### src/rtl/responder_resolver.sv
// responder_resolver: snapshots the tag vector on start and hands out the set
// tags one per valid/ready handshake, lowest word index first, as binary word
// addresses. It also reports whether any responder existed and how many were
// accepted.
module responder_resolver #(
    parameter int WORDS = 100,
    parameter int IDX_W = 7,
    parameter int CNT_W = 8
) (
    input  logic             CLK,
    input  logic             RST,
    input  logic [WORDS-1:0] tags,
    input  logic             start,
    input  logic             abort,
    input  logic             idx_ready,
    output logic [IDX_W-1:0] idx,
    output logic             idx_valid,
    output logic             some_none,
    output logic             busy,
    output logic             done,
    output logic [CNT_W-1:0] count
);

    typedef enum logic [1:0] {IDLE, ISSUE, FINISH} state_t;

    state_t           state, state_nxt;
    logic [WORDS-1:0] pending;
    logic [WORDS-1:0] pending_rest;
    logic             xfer;

    // Priority encoder: index of the lowest set bit, 0 when the vector is empty.
    function automatic logic [IDX_W-1:0] lowest(input logic [WORDS-1:0] v);
        logic [IDX_W-1:0] r;
        r = '0;
        for (int i = WORDS - 1; i >= 0; i--)
            if (v[i]) r = IDX_W'(i);
        return r;
    endfunction

    // Next state plus handshake decode. The presented index is always the lowest
    // pending bit, so clearing that bit is x & (x-1).
    always_comb begin
        state_nxt    = state;
        xfer         = (state == ISSUE) && idx_valid && idx_ready;
        pending_rest = pending & (pending - WORDS'(1));
        case (state)
            IDLE:    if (start) state_nxt = ISSUE;
            ISSUE:   if (abort || (pending == '0) || (xfer && (pending_rest == '0)))
                         state_nxt = FINISH;
            FINISH:  state_nxt = IDLE;
            default: state_nxt = IDLE;
        endcase
    end

    // State register. Reset drops any enumeration in flight without a done pulse.
    always_ff @(posedge CLK) begin
        if (RST) state <= IDLE;
        else     state <= state_nxt;
    end

    // Snapshot, responder issue, counter and status flags.
    always_ff @(posedge CLK) begin
        if (RST) begin
            pending   <= '0;
            idx       <= '0;
            idx_valid <= 1'b0;
            some_none <= 1'b0;
            busy      <= 1'b0;
            done      <= 1'b0;
            count     <= '0;
        end else begin
            // done is high for the single cycle spent in FINISH
            done <= (state_nxt == FINISH);
            case (state)
                IDLE: begin
                    if (start) begin
                        pending   <= tags;
                        idx       <= lowest(tags);
                        idx_valid <= |tags;
                        some_none <= |tags;
                        count     <= '0;
                        busy      <= 1'b1;
                    end
                end
                ISSUE: begin
                    if (abort) begin
                        // abort wins over a simultaneous transfer; nothing is counted
                        pending   <= '0;
                        idx_valid <= 1'b0;
                    end else if (xfer) begin
                        pending   <= pending_rest;
                        idx       <= lowest(pending_rest);
                        idx_valid <= |pending_rest;
                        if (count != '1) count <= count + CNT_W'(1);
                    end
                end
                FINISH: begin
                    busy <= 1'b0;
                end
                default: begin
                    pending   <= '0;
                    idx_valid <= 1'b0;
                end
            endcase
        end
    end

endmodule

### config.mk
export PLATFORM = sky130hd
export DESIGN_NAME = responder_resolver
export DESIGN_NICKNAME = d
export VERILOG_FILES = /design/src/rtl/responder_resolver.sv
export SDC_FILE = /design/constraint.sdc
export NUM_CORES = 1
export LEC_CHECK = 0
export BUFFER_PORTS_ARGS = -buffer_cell sky130_fd_sc_hd__clkbuf_2
export CORE_MARGIN = 4
export CORE_UTILIZATION = 46
export DETAILED_ROUTE_END_ITERATION = 7
export HOLD_SLACK_MARGIN = 0.05
export PLACE_DENSITY = 0.74
export SYNTH_ARGS = -nofsm -noshare
export SYNTH_HDL_FRONTEND = slang
export SYNTH_SLANG_ARGS = --single-unit
### constraint.sdc
create_clock -name CLK -period 10.9 [get_ports CLK]
set_clock_uncertainty 0.05 [all_clocks]
set_input_delay 0 -clock CLK [delete_from_list [all_inputs] [get_ports CLK]]
set_output_delay 0 -clock CLK [all_outputs]
set_load 0.02 [all_outputs]
==> reports/results.tsv <==
stage	metric	value	unit
routing	via count	13110	
critical_path	Startpoint Class	flip-flop	
yosys	synthesized netlist cell count	1516	
routing	vias per cell	6.601	
timing	final setup fails	0	
critical_path	required time of the critical path	11130	ps
timing	slew margin rel.	0.3431	
placed_design	# port buffers	123	
yosys	Avg Cell Area, Syn	6.855	um2
timing	fin. max-slew vios	0	
placed_design	dpl hpwl	28.69	mm
cts	CTS H-Tree Depth	4	
die	core footprint	22030	um2
placed_design	dpl ws	5979	ps
global_routing	number of global-route vias before repair	12090	
timing	Max Freq	0.1981	GHz
critical_path	critical path arrival	5280	ps
cts	clk_lat worst skew	450	ps
die	Die Height	158.3	um
yosys	biggest area consumer among synthesized cells	dfxtp_1	
yosys	Post-synth EDFFs	0	
timing	final period utilization	0.4631	
die	DIE AREA	25060	um2
yosys	Yosys cell types	100	
routing	Detail Route Antenna Nets	0	
flow_run	max capacitance violation total	0	
yosys	Primary FF master, synth	dfxtp_1	
power	worst IR drop on VDD	0.09327	mV
cts	Sink Count	121	
final_layout	fill count	2034	
cts	Reg clk slew, reported paths	60	ps
status	status	completed	
final_layout	fin nets	1799	
yosys	Mapped Nets	1622	
final_layout	storage element area	2422	um2
die	FP Rows	54	
timing	setup tns final	0	ps
critical_path	Crit Path Max Fanout	19	
yosys	synthesized flop and latch total	121	
die	Initial Utilization	0.4718	
critical_path	Critical Path Sink Type	flip-flop	
routing	initial detailed-routing violation count	1944	
critical_path	CP Class	reg -> reg	
final_layout	synthesis-to-layout area growth	25.10	%
worst_hold_path	Hold Crit Class	in -> reg	
die	I/O Pins	124	
yosys	FFs w/ async S/R, synth	0	
global_routing	largest net degree at the start of global routing	63	
routing	Pre-antenna DRT Iters	6	
final_layout	fin area	13000	um2
final_layout	layout cells sized above 1	0.1272	
die	Die Span X	158.3	um
timing	Worst-Margin Slew	972.9	ps
routing	routed len/inst	20.73	um
cts	Inserted Clock Buffers	17	
global_routing	first-pass GRT wire length	65.49	mm
global_routing	gr ovfl total	0	
placed_design	gpl congestion	1.031	
final_layout	final core occ	0.5903	
global_routing	GRT Overall Usage	0.3248	
cts	Post CTS Setup Buffer Count	0	
timing	RSZ-0062 raised after global routing	false	
placed_design	Placed Area	10910	um2
cts	TritonCTS clock tree	done	
yosys	Seq/Total Area, Yosys	0.2331	
timing	Final Hold Vio Count	0	
routing	drt drc	0	
yosys	largest cells by area after synthesis	dfxtp_1 23%, nor2_1 8.2%, o21ai_0 6.2%, a22oi_1 6.1%, nand2_1 5.4%	
yosys	Synth top area share	0.2331	
timing	fin crit period	5048	ps
timing	final setup margin	5852	ps
power	Lkg Pwr	5.003	nW
power	Tot Pwr	1.693	mW
power	power density over cell area	130.2	nW/um2
final_layout	ANT cells	0	
cts	CTS root buf	clkbuf_16	
yosys	area of the mapped netlist	10390	um2
final_layout	footprint of the multi-input gates	7308	um2
yosys	yosys warns	0	
cts	clock tree buffer depth	2	
routing	Post-Route WL	41.17	mm
global_routing	initial antenna violation count	0	
[cell type report]
cell class | instances | area share
Inverter | 45 | 0.01299
Multi-Input combinational cell | 1235 | 0.5621
Timing Repair Buffer | 273 | 0.1619
Tap cell | 280 | 0.02695
Clock inverter | 13 | 0.01492
Sequential cell | 121 | 0.1863
Clock buffer | 19 | 0.03484
[state kept, by name, summed over array words and instances (netlist names)]
| register | cells |
|---|---|
| state | 2 |
| count | 8 |
| pending | 100 |
| done | 1 |
| idx | 7 |
| busy | 1 |
| some_none | 1 |
| idx_valid | 1 |
[what timing repair did]
action	4_1_cts	5_1_grt
gates resized for setup	0	0
hold endpoints to repair	106	0
hold buffers	144	0
endpoints found under the setup margin	0	0
[Yosys cell counts, types with 5 or more instances]
library cell	count
o31ai_1	18
or3_1	29
buf_2	7
a31oi_1	13
nor2_1	226
nand4_1	14
o211ai_1	7
and2_1	6
o31a_1	5
buf_6	6
nor2b_1	15
o22ai_1	5
a22oi_1	85
a21oi_1	76
o221ai_1	5
nor4_1	47
nand3b_1	8
and3_1	8
a221oi_1	8
or4_1	20
xor2_1	8
a32oi_1	7
a2111oi_0	6
nand2b_1	24
a211oi_1	26
nand2_1	150
nor3b_1	5
nor4b_1	6
inv_1	45
o21ai_0	129
nor3_1	61
maj3_1	24
or2_2	13
a21o_1	8
o21a_1	7
o41ai_1	6
a311oi_1	6
o311ai_0	5
dfxtp_1	121
clkbuf_1	93
nand3_1	37
o21bai_1	6
[logic make-up after synthesis]
group                    share of synthesized area
flip-flops                                  0.2331
multiplexers                              0.001926
buffers and inverters                      0.06561
AO/OA/AOI/OAI                               0.3198
adder cells (fa/ha/maj)                    0.02757
XOR/XNOR                                  0.006742
AND/OR/NAND/NOR                             0.3453
[where the power goes]
part	leakage [nW]	switching [mW]	total (mW)	internal [mW]
sequential	0.993	0.0593	0.531	0.472
combinational	3.71	0.314	0.525	0.210
clock	0.302	0.240	0.637	0.397
[worst max-delay path, stage by stage (launching register included)]
cell	delay, ps
dfxtp_1	420
or4_1	730
or2_1	570
nor3_2	660
nand4_1	300
maj3_1	470
nor3_1	570
nand4b_4	180
or4_4	580
o31ai_1	240
a21oi_1	110
[worst paths after layout]
check                                end  startpoint  slack, ps  depth (start not counted)
worst max-delay path            state[0]  pending[0]       5850                         10
worst min-delay path            state[1]   idx_ready        130                          4
worst max register to register  state[0]  pending[0]       5850                         10
worst min register to register      busy        busy        430                          2
[routing by layer]
layer  up-vias  part of all wire  GRT usage
met5         -                 0          0
met2       868              0.45     0.5108
li1       6044                 -          -
met1      6050              0.41     0.4373
met3       147              0.10    0.06415
met4         0             0.042     0.1324
[cell usage in the layout, fill, tap and decap left out, drive strengths merged, types with 9 or more instances in the layout]
| cell | netlist | routed |
|---|---|---|
| nor2 | 226 | 226 |
| nand2 | 150 | 150 |
| dlygate4sd3 | 1 | 144 |
| clkbuf | 95 | 141 |
| o21ai | 130 | 130 |
| dfxtp | 121 | 121 |
| a22oi | 85 | 85 |
| a21oi | 76 | 76 |
| nor3 | 65 | 65 |
| nor4 | 50 | 50 |
| inv | 45 | 46 |
| nand3 | 37 | 37 |
| or3 | 34 | 34 |
| a211oi | 27 | 27 |
| maj3 | 27 | 27 |
| or4 | 25 | 25 |
| nand2b | 24 | 24 |
| o31ai | 19 | 19 |
| or2 | 16 | 16 |
| nor2b | 15 | 15 |
| nand4 | 14 | 14 |
| a31oi | 13 | 13 |
| a21o | 9 | 9 |
[stage by stage]
| step | instances | hold WS (ps) |
|---|---|---|
| 6_report | 1986 | 133.3 |
| 5_1_grt | 1986 | 155.7 |
| 4_1_cts | 1986 | 111.0 |
| 3_5_place_dp | 1810 | 229.4 |
| 3_3_place_gp | 1810 | 222.8 |
| 2_1_floorplan | 1516 | 85.99 |
(Power assumes the default switching activity.)
